## src/rtl/axis_pkt_arbiter.sv

```systemverilog
// Two-input packet-granular AXI4-Stream arbiter with round-robin fairness,
// per-grant packet bursts and per-input completed-packet counters.
module axis_pkt_arbiter #(
    parameter int unsigned DATA_WIDTH = 512
) (
    input  logic                      clk,
    input  logic                      reset,
    input  logic [DATA_WIDTH-1:0]     AXIS_IN0_TDATA,
    input  logic [DATA_WIDTH/8-1:0]   AXIS_IN0_TKEEP,
    input  logic                      AXIS_IN0_TLAST,
    input  logic                      AXIS_IN0_TVALID,
    output logic                      AXIS_IN0_TREADY,
    input  logic [DATA_WIDTH-1:0]     AXIS_IN1_TDATA,
    input  logic [DATA_WIDTH/8-1:0]   AXIS_IN1_TKEEP,
    input  logic                      AXIS_IN1_TLAST,
    input  logic                      AXIS_IN1_TVALID,
    output logic                      AXIS_IN1_TREADY,
    output logic [DATA_WIDTH-1:0]     AXIS_OUT_TDATA,
    output logic [DATA_WIDTH/8-1:0]   AXIS_OUT_TKEEP,
    output logic                      AXIS_OUT_TLAST,
    output logic                      AXIS_OUT_TVALID,
    input  logic                      AXIS_OUT_TREADY,
    input  logic [1:0]                ENABLE,
    input  logic [7:0]                BURST_PKTS,
    input  logic                      CLEAR_COUNTS,
    output logic [31:0]               PKT_COUNT0,
    output logic [31:0]               PKT_COUNT1,
    output logic [1:0]                GRANT
);

    typedef enum logic [1:0] {StIdle, StGrant0, StGrant1} state_e;

    state_e      state_q, state_d;
    logic        last_q, last_d;
    logic [7:0]  burst_cnt_q, burst_cnt_d;
    logic [31:0] pkt_count0_q, pkt_count0_d;
    logic [31:0] pkt_count1_q, pkt_count1_d;

    logic [1:0]  req;
    logic [8:0]  burst_max;
    logic        burst_more;
    logic        sel;
    logic        last_hs;

    assign req        = ENABLE & {AXIS_IN1_TVALID, AXIS_IN0_TVALID};
    assign burst_max  = (BURST_PKTS == 8'd0) ? 9'd1 : {1'b0, BURST_PKTS};
    assign burst_more = ({1'b0, burst_cnt_q} + 9'd1) < burst_max;

    always_comb begin
        state_d         = state_q;
        last_d          = last_q;
        burst_cnt_d     = burst_cnt_q;
        pkt_count0_d    = pkt_count0_q;
        pkt_count1_d    = pkt_count1_q;
        sel             = 1'b0;
        last_hs         = 1'b0;
        AXIS_IN0_TREADY = 1'b0;
        AXIS_IN1_TREADY = 1'b0;
        AXIS_OUT_TDATA  = '0;
        AXIS_OUT_TKEEP  = '0;
        AXIS_OUT_TLAST  = 1'b0;
        AXIS_OUT_TVALID = 1'b0;

        unique case (state_q)
            StIdle: begin
                // On a tie, serve the input that was not served most recently
                if (req == 2'b11)  state_d = last_q ? StGrant0 : StGrant1;
                else if (req[0])   state_d = StGrant0;
                else if (req[1])   state_d = StGrant1;
            end
            StGrant0, StGrant1: begin
                sel = (state_q == StGrant1);
                if (sel) begin
                    AXIS_OUT_TDATA  = AXIS_IN1_TDATA;
                    AXIS_OUT_TKEEP  = AXIS_IN1_TKEEP;
                    AXIS_OUT_TLAST  = AXIS_IN1_TLAST;
                    AXIS_OUT_TVALID = AXIS_IN1_TVALID;
                    AXIS_IN1_TREADY = AXIS_OUT_TREADY;
                    last_hs         = AXIS_IN1_TVALID & AXIS_OUT_TREADY & AXIS_IN1_TLAST;
                end else begin
                    AXIS_OUT_TDATA  = AXIS_IN0_TDATA;
                    AXIS_OUT_TKEEP  = AXIS_IN0_TKEEP;
                    AXIS_OUT_TLAST  = AXIS_IN0_TLAST;
                    AXIS_OUT_TVALID = AXIS_IN0_TVALID;
                    AXIS_IN0_TREADY = AXIS_OUT_TREADY;
                    last_hs         = AXIS_IN0_TVALID & AXIS_OUT_TREADY & AXIS_IN0_TLAST;
                end

                if (last_hs) begin
                    last_d = sel;
                    if (sel) pkt_count1_d = pkt_count1_q + 32'd1;
                    else     pkt_count0_d = pkt_count0_q + 32'd1;
                    // Unfinished burst holds the grant even if the input goes quiet
                    if (burst_more && ENABLE[sel]) begin
                        burst_cnt_d = burst_cnt_q + 8'd1;
                    end else begin
                        burst_cnt_d = 8'd0;
                        if (req[~sel])     state_d = sel ? StGrant0 : StGrant1;
                        else if (req[sel]) state_d = state_q;
                        else               state_d = StIdle;
                    end
                end
            end
            default: state_d = StIdle;
        endcase

        if (CLEAR_COUNTS) begin
            pkt_count0_d = 32'd0;
            pkt_count1_d = 32'd0;
        end
    end

    always_ff @(posedge clk) begin
        if (reset) begin
            state_q      <= StIdle;
            last_q       <= 1'b1;
            burst_cnt_q  <= 8'd0;
            pkt_count0_q <= 32'd0;
            pkt_count1_q <= 32'd0;
        end else begin
            state_q      <= state_d;
            last_q       <= last_d;
            burst_cnt_q  <= burst_cnt_d;
            pkt_count0_q <= pkt_count0_d;
            pkt_count1_q <= pkt_count1_d;
        end
    end

    assign PKT_COUNT0 = pkt_count0_q;
    assign PKT_COUNT1 = pkt_count1_q;
    assign GRANT      = {state_q == StGrant1, state_q == StGrant0};

endmodule
```

## config.mk

```make
export PLATFORM = sky130hd
export DESIGN_NAME = axis_pkt_arbiter
export DESIGN_NICKNAME = d
export VERILOG_FILES = /design/src/rtl/axis_pkt_arbiter.sv
export SDC_FILE = /design/constraint.sdc
export NUM_CORES = 1
export LEC_CHECK = 0
export CORE_AREA = 2 2 712 714
export CTS_CLUSTER_DIAMETER = 80
export DETAILED_ROUTE_END_ITERATION = 6
export DIE_AREA = 0 0 714 716
export GPL_TIMING_DRIVEN = 1
export PLACE_DENSITY_LB_ADDON = 0.1
export SLEW_MARGIN = 20
export SYNTH_ARGS = -nofsm -noshare
export SYNTH_HDL_FRONTEND = slang
export SYNTH_SLANG_ARGS = --single-unit
```

## constraint.sdc

```tcl
create_clock -name clk -period 2.6 [get_ports clk]
set_input_delay 0.39 -clock clk [delete_from_list [all_inputs] [get_ports clk]]
set_output_delay 0.39 -clock clk [all_outputs]
set_load 0.01 [all_outputs]
```

==> impl_metrics.toml, run 1 <==
[synth]
synthAdderAreaFrac_pct = 1.41
synth.top_cell.area_share_pct = 47.0
synth_ff_type = "dfxtp_1"
yosys_warnings = 0
synth_area_leaders = "mux2i_1 47%, nor2_1 19%, dfxtp_1 12%"
yosysTopAreaCell = "mux2i_1"
synth_cell_types = 47
syn-mean-instance-area_um2 = 7.00
yosys.area_share.simple_pct = 27.3
synth_top_family_by_area = "multiplexers"
muxShareOfSynthArea_pct = 47.1
ys_ff_latch = 75
async_flop_share_pct = 0
syn-num-nets = 2954
synthesis.area_um2 = 12400
synth_cells = 1770
synth_seq_area_share_pct = 12.1
synth_compound_area_share_pct = 3.77
synth_xor_area_share_pct = 2.83
synth_edf_count = 0

[finish]
multi_input_area_um2 = 11500
layout_common_cells = "1334 x clkdlybuf4s50_1, 534 x nor2_1, 468 x mux2i_1, 437 x buf_4, 260 x buf_12"
syn2layout_area_growth_pct = 281
layout-drive-gt1-share_pct = 29.2
final_nets = 5118
register_area_um2 = 1510
fillCellCount = 58700
final_common_cell = "clkdlybuf4s50_1"

[floorplan]
pin_count = 1816
die_w_um = 714
die_h_um = 716
die-area_um2 = 511000
placementRows = 261
core_um2 = 504000
initial_core_util_pct = 2.46

[worst_setup_path]
path_cells = "inv_2 > ha_4 > buf_16 > buf_4 > mux2i_1 > nor2_1 > buf_4 > clkdlybuf4s50_1"
crit_buf_inv = 5
start_kind = "flip-flop"
worstSetupPathType = "reg -> out"
worst_ep_arrival_time_ns = 2.67
r2r-end = "PKT_COUNT0[28]"
crit_slowest_cell = "clkdlybuf4s50_1"
critPathTopFamily = "buffers and inverters"
cp_slowest_stage_delay_ns = 0.49
r2r_cells = 12
cp_max_fo = 22
reg2reg_slack_ns = -0.19
timing.critical_path.mode_cell = "buf_4"
r2r-start = "state_q[0]"
cp.required_ns = 2.21
end_kind = "primary output"

[cts]
cts_hold_buf = 0
numCtsBuffers = 9
cts_buffer_depth = 2
clk_pin_slew_ns = 0.10
cts.sinks = 75
cts_tree = "yes"
worst_skew_pair.late_latency_ns = 0.42
ctsHtreeMaxLevel = 3
clockRootBuffer = "clkbuf_16"

[worst_hold_path]
min_path_type = "reg -> reg"
holdPathStages = 2
hp-start = "PKT_COUNT0[27]"
whs_endpoint = "PKT_COUNT0[27]"

[routing]
ant_nets = 0
via_count = 23600
first_pass_iters = 5
viasPerCell = 2.19
wl_um = 357000
wire_per_inst_um = 33.2
drt_iter0_markers = 1215
drc = 0

[sta]
tightest_slew_ns = 0.741
fin_tns_setup_ns = -102.02
fin_crit_ns = 3.06
slew_violations = 0
timing.slew.headroom_pct = 50.4
rsz0062_at_grt = "true"
setup_viol = 505
fmax_mhz = 326
hold_ws_ns = 0.511
post-route-period-util_pct = 118
fin_skew_ns = 0.0217
hold_viol = 0
worst_slack_ns = -0.463

[pwr]
fin_total_pwr_w = 0.0459
p_int_w = 0.0224
ir_worst_vdd_mv = 0.346
p_switching_w = 0.0235
pwr-share-seq_pct = 2.6
switching_share_pct = 51.2
p_leak_nw = 16.3
clkPwrFrac_pct = 3.3
power.density_nw_per_um2 = 974
p_comb_share_pct = 94.1

[run_status]
failed_checks = "negative setup slack"
outcome = "complete, but fails checks"

[grt]
track_usage_pct = 13.3
overflow = 0
first_global_vias = 23900
grt_pass1_wl_um = 409000
antenna_found_initial = 290
grt_max_degree = 34

[place]
place.gp.congestion = 0.923
pre_cts_ws_ns = -0.830
portBuffers = 1815
dpl.hpwl_um = 334000

[run]
maxCapViolations = 0
-- power groups by stage --
stage,logic [W],registers [W],clock network [W]
after floorplan,0.0109,0.00120,0
after global placement,0.0399,0.00121,0
after detailed placement,0.0398,0.00121,0
after CTS,0.0436,0.00119,0.00163
after global routing,0.0458,0.00119,0.00162
final,0.0432,0.00119,0.00152
-- synthesized netlist by cell type (all sizes together) (2+ instances only) --
library cell and count:
a31o 8, or3 20, nand2 40, o21a 4, a41o 4, clkbuf 82
or4 5, a21oi 21, ha 14, and3b 2, xor2 6, nor4 8
nor3 21, a31oi 4, nand4 14, a211oi 4, and3 11, nand2b 2
dfxtp 75, xnor2 34, nand3 27, buf 71, nor3b 6, and2 10
o211ai 4, and4 7, inv 23, mux2i 582, nor2 633, o21ai 16
or2 2
-- registers in the layout, indices dropped and copies added (netlist names) --
register	count
PKT_COUNT1	32
burst_cnt_q	8
last_q	1
state_q	2
PKT_COUNT0	32
-- layer usage --
layer / track usage [%] / part of all wire, % / up-vias
met5: 0 / 0.31 / -
met4: 1.58 / 1.9 / 172
met3: 6.94 / 11 / 504
met2: 24.3 / 50 / 1332
met1: 13.8 / 36 / 11000
li1: - / - / 10500
-- repair_timing --
action	CTS	global route
setup buffers	46	28
pin swaps	25	4
endpoints found under the setup margin	602	595
resized for setup	627	362
cloned	15	5
-- area by class of cell --
| type | count | area share, % |
|---|---|---|
| inverter | 23 | 0.223 |
| antenna | 107 | 0.568 |
| multi-input combinational | 1519 | 24.4 |
| timing repair inverter | 1 | 0.0239 |
| sequential | 75 | 3.20 |
| clock inverter | 7 | 0.157 |
| clock buffer | 9 | 0.478 |
| tap | 6706 | 17.8 |
| timing repair buffer | 2305 | 53.1 |
-- logic make-up after synthesis --
group | Yosys count
XOR/XNOR | 40
AND/OR/NAND/NOR | 810
AO/OA/AOI/OAI | 72
flip-flops | 75
buffers and inverters | 176
adder cells (fa/ha/maj) | 14
multiplexers | 583
-- how the worst max path moves through the flow --
| stage | startpoint | end | slack [ns] | cells after the start |
|---|---|---|---|---|
| after floorplan | burst_cnt_q[0] | burst_cnt_q[2] | 0.05 | 10 |
| after global placement | state_q[0] | AXIS_OUT_TDATA[504] | -1.43 | 8 |
| after detailed placement | state_q[0] | state_q[1] | -0.83 | 11 |
| after CTS | state_q[0] | AXIS_OUT_TDATA[177] | -0.53 | 10 |
| after global routing | state_q[0] | AXIS_OUT_TDATA[504] | -0.53 | 10 |
| final | state_q[0] | AXIS_OUT_TDATA[445] | -0.46 | 8 |
-- worst register-to-register path, delay by kind of cell, from the launching register on --
family | cells | cell delay [ns]
flip-flops | 1 | 0.35
adder cells (fa/ha/maj) | 1 | 0.19
buffers and inverters | 6 | 0.86
AND/OR/NAND/NOR | 4 | 1.22
AO/OA/AOI/OAI | 1 | 0.14
-- per-stage QoR --
step | utilization, % | instance area [um2] | instances
2_1_floorplan | - | 12400 | 1770
3_3_place_gp | 8.71 | 43800 | 10500
3_5_place_dp | 8.72 | 43900 | 10500
4_1_cts | 9.12 | 45900 | 10600
5_1_grt | 9.33 | 47000 | 10700
6_report | 9.37 | 47200 | 10800
No activity file was read; power rests on OpenSTA's default activity.
==> run 2: changes to the inputs <==
ABC_AREA = 0   (was default)
CORE_AREA = 2 2 707 709   (was 2 2 712 714)
DIE_AREA = 0 0 709 711   (was 0 0 714 716)
DONT_BUFFER_PORTS = 1   (was default)
==> run 2 against run 1 <==
  * The run still ends with negative setup slack left
  * Largest power group unchanged
  * Clock power hardly changed
  * Combinational power is 0.9% higher
  * Routed wire length is 5.9% lower
  * Non-clock buffer count is 1348 lower
  * Worst setup slack better by 0.17 ns
==> impl_metrics.toml, run 2 (synthesis gave the netlist of run 1 again) <==
[sta]
fin_crit_ns = 2.89
fin_skew_ns = 0.0305
fmax_mhz = 346
setup_viol = 500
slew_violations = 0
hold_viol = 0
tightest_slew_ns = 0.589
post-route-period-util_pct = 111
rsz0062_at_grt = "true"
timing.slew.headroom_pct = 60.6
worst_slack_ns = -0.292

[finish]
final_nets = 3769
final_common_cell = "buf_4"
final_util_pct = 7.36
syn2layout_area_growth_pct = 195
layout_common_cells = "477 x buf_4, 408 x nor2_1, 315 x mux2i_1, 231 x buf_6, 217 x mux2i_4"
layout-drive-gt1-share_pct = 58.1
fin_area_um2 = 36500

[routing]
first_pass_iters = 6
wire_per_inst_um = 35.9
drc = 0
drt_iter0_markers = 984
viasPerCell = 2.04
ant_nets = 0
via_count = 19000
wl_um = 336000

[grt]
antenna_found_initial = 277
grt_max_degree = 66
overflow = 0
track_usage_pct = 12.7
first_global_vias = 18800
grt_pass1_wl_um = 378000

[worst_setup_path]
crit_buf_inv = 8
crit_end = "AXIS_OUT_TDATA[212]"
crit_start = "state_q[0]"
cp_slowest_stage_delay_ns = 0.34
cp_max_fo = 8
worstSetupPathType = "reg -> out"
crit_slowest_cell = "dfxtp_2"
timing.critical_path.mode_cell = "buf_16"
critPathTopFamily = "buffers and inverters"
cp.depth = 11
end_kind = "primary output"
worst_ep_arrival_time_ns = 2.50
r2r-start = "state_q[0]"
reg2reg_slack_ns = -0.01
r2r_cells = 12
start_kind = "flip-flop"
r2r-end = "PKT_COUNT1[26]"
path_cells = "inv_2 > buf_6 > ha_4 > buf_12 > buf_16 > buf_16 > buf_16 > clkbuf_16 > mux2i_1 > nor2_2 > buf_6"
cp.required_ns = 2.21

[pwr]
fin_total_pwr_w = 0.0463
power.density_nw_per_um2 = 1270
ir_worst_vdd_mv = 0.530
p_leak_nw = 11.0

[run_status]
outcome = "complete, but fails checks"
failed_checks = "negative setup slack"

[floorplan]
die_h_um = 711
placementRows = 259
core_um2 = 496000
initial_core_util_pct = 2.50
die_w_um = 709
die-area_um2 = 504000
pin_count = 1816

[place]
place.gp.congestion = 1.06
portBuffers = 0
dpl.hpwl_um = 312000
placed_cell_area_um2 = 28100

[cts]
cts_buffer_depth = 2
cts_tree = "yes"
worst_skew_pair.late_latency_ns = 0.41
ctsHtreeMaxLevel = 3
clk_pin_slew_ns = 0.09
cts.sinks = 75
cts_hold_buf = 0
numCtsBuffers = 9
clockRootBuffer = "clkbuf_16"

[worst_hold_path]
holdPathStages = 1
hp-start = "reset"
min_path_type = "in -> reg"

[run]
maxCapViolations = 0
==> run 2: timing repair <==
action / in CTS / in global routing
resized for setup: 993 / 317
gates cloned: 34 / 10
buffers inserted: 122 / 73
pin swaps: 44 / 63
setup endpoints to repair: 591 / 590
==> run 2: cell type report <==
cell class / instances / area [um2]
fillers: 57900 / 460000
multi-input cells: 1519 / 14600
repair buffers: 957 / 11500
well taps: 6655 / 8330
flip-flops and latches: 75 / 1510
diodes: 95 / 238
clock buffers: 9 / 225
inverters: 23 / 98.8
clock inverters: 7 / 77.6
==> run 2: power by group <==
group          internal (W)  switching [W]
Clock              0.000692       0.000857
Sequential          0.00117     0.00000877
Combinational        0.0205         0.0231
Total                0.0223         0.0240
==> run 2: metal layers <==
layer  up-vias  GRT usage [%]  part of all wire (%)
met5         -              0                  0.34
met4       170           2.80                   2.8
met3       509           6.95                    12
met2      1382           22.1                    49
met1      9105           13.3                    36
li1       7845              -                     -
==> run 2: per-stage QoR <==
| stage | setup TNS, ns | hold slack, ns | instances | setup slack [ns] |
|---|---|---|---|---|
| after floorplan | 0 | 0.465 | 1770 | 0.0548 |
| after global placement | -35.78 | 0.489 | 9121 | -0.805 |
| after detailed placement | -32.47 | 0.496 | 9121 | -0.613 |
| after CTS | -114.31 | 0.0289 | 9209 | -0.402 |
| after global routing | -131.52 | 0.0410 | 9277 | -0.424 |
| final | -59.46 | 0.0777 | 9340 | -0.292 |
==> run 2: worst min-delay path by stage <==
stage	to	slack [ns]
2_1_floorplan	last_q	0.46
3_3_place_gp	last_q	0.49
3_5_place_dp	burst_cnt_q[0]	0.50
4_1_cts	burst_cnt_q[0]	0.03
5_1_grt	burst_cnt_q[0]	0.04
6_report	burst_cnt_q[0]	0.08
==> run 3: changes to the inputs <==
CORE_AREA = 2 2 700 702   (was 2 2 707 709)
DIE_AREA = 0 0 702 704   (was 0 0 709 711)
clock period = 3.7 ns   (was 2.6 ns; I/O delays follow)
==> run 3 against run 2 <==
  * The run now ends clean
  * Non-clock buffer count shrank 525
  * Worst hold slack gained 0.15 ns
  * Register-to-register slack gained 0.71 ns
  * Clock skew shrank 0.011 ns
  * Clock power shrank 32%
  * Highest routed layer unchanged
  * Die area shrank 2.0%
==> impl_metrics.toml, run 3 (synthesis gave the netlist of run 1 again) <==
[run]
maxCapViolations = 0

[cts]
ctsHtreeMaxLevel = 3
clk_pin_slew_ns = 0.09
numCtsBuffers = 9
cts_hold_buf = 0
cts.sinks = 75
post_cts_buffers = 0
cts_tree = "yes"
clockRootBuffer = "clkbuf_16"
cts_buffer_depth = 2
worst_skew_pair.late_latency_ns = 0.41

[routing]
first_pass_iters = 4
wl_um = 330000
wire_per_inst_um = 38.4
drc = 0
ant_nets = 0
via_count = 17000
drt_iter0_markers = 887
viasPerCell = 1.98

[worst_setup_path]
cp.required_ns = 3.14
start_kind = "flip-flop"
end_kind = "primary output"
cp_max_fo = 43
worst_ep_arrival_time_ns = 3.06
worstSetupPathType = "reg -> out"

[finish]
final_util_pct = 5.07
final_nets = 3244
layout_common_cells = "600 x nor2_1, 535 x mux2i_1, 384 x buf_4, 75 x dfxtp_1, 40 x nand2_1"
syn2layout_area_growth_pct = 99.4
final_common_cell = "nor2_1"
layout-drive-gt1-share_pct = 26.5
fin_area_um2 = 24700

[sta]
fin_skew_ns = 0.0198
tightest_slew_ns = 1.02
slew_violations = 0
fin_crit_ns = 3.62
post-route-period-util_pct = 97.8
timing.slew.headroom_pct = 30.0
fmax_mhz = 276
fin_tns_setup_ns = 0
setup_viol = 0
hold_viol = 0
worst_slack_ns = 0.0818

[worst_hold_path]
min_path_type = "in -> reg"

[pwr]
pwr-share-seq_pct = 4.0
clkPwrFrac_pct = 5.1
p_comb_share_pct = 91.0
switching_share_pct = 65.3
power.density_nw_per_um2 = 848
p_int_w = 0.00728
ir_worst_vdd_mv = 0.310
fin_total_pwr_w = 0.0210
p_switching_w = 0.0137
p_leak_nw = 6.75

[grt]
grt_pass1_wl_um = 368000
track_usage_pct = 12.8
grt_max_degree = 69
first_global_vias = 16200
overflow = 0
antenna_found_initial = 348

[place]
dpl.hpwl_um = 311000
pre_cts_ws_ns = -0.208
placed_cell_area_um2 = 23800
place.gp.congestion = 1.06
portBuffers = 0

[floorplan]
initial_core_util_pct = 2.54
die-area_um2 = 494000
pin_count = 1816
die_h_um = 704
die_w_um = 702
placementRows = 257
core_um2 = 487000

[run_status]
outcome = "completed"
==> run 3: cell count changes in the layout (fill, tap and decap cells not counted), sizes merged <==
cell,delta
buf,-512
bufbuf,-4
clkbuf,-9
clkinv,+1
clkinvlp,+1
diode,-29
inv,-2
==> run 3: worst paths after layout <==
path                                            end  slack, ns  cells after the start  startpoint
worst max-delay path            AXIS_OUT_TDATA[451]       0.08                      8  state_q[0]
worst min-delay path                 burst_cnt_q[0]       0.22                      1       reset
worst max register to register       PKT_COUNT0[30]       0.70                      7  state_q[1]
worst min register to register               last_q       0.53                      2      last_q
==> run 3: area by class of cell <==
cell class,count,area (um2)
antenna,66,165
clock buffer,9,225
clock inverter,7,60.1
fill,58000,463000
inverter,23,98.8
multi-input combinational,1519,10700
sequential,75,1500
tap,6475,8100
timing repair buffer,432,3850
==> run 3: routing by layer <==
layer	up-vias	track usage, %	part of all wire, %
met5	-	0	0.41
met4	202	2.50	2.1
met3	577	6.06	11
met2	1481	22.6	49
met1	8046	13.8	37
li1	6715	-	-
==> run 3: repair_timing <==
item / CTS / global route
gates resized for setup: 62 / 14
pin swaps: 0 / 0
gates cloned: 0 / 1
setup endpoints to repair: 38 / 38
==> run 3: stage by stage <==
stage | instances | hold slack [ns]
final | 8606 | 0.224
after global placement | 8520 | 0.518
after CTS | 8539 | 0.177
after detailed placement | 8523 | 0.529
after global routing | 8582 | 0.209
after floorplan | 1770 | 0.465
==> run 3: power by group through the flow <==
stage / clock network [W] / registers (W) / logic, W
2_1_floorplan: 0 / 0.000843 / 0.00768
3_3_place_gp: 0 / 0.000853 / 0.0197
3_5_place_dp: 0 / 0.000850 / 0.0197
4_1_cts: 0.00118 / 0.000832 / 0.0200
5_1_grt: 0.00115 / 0.000833 / 0.0203
6_report: 0.00106 / 0.000831 / 0.0191
==> run 3: critical path: stages (launching register included) <==
cell and delay [ns]:
dfxtp_1 0.37, inv_2 0.10, ha_4 0.21, buf_12 0.23, buf_12 0.34, buf_6 0.35
mux2i_1 0.19, nor2_1 0.51, buf_4 0.23
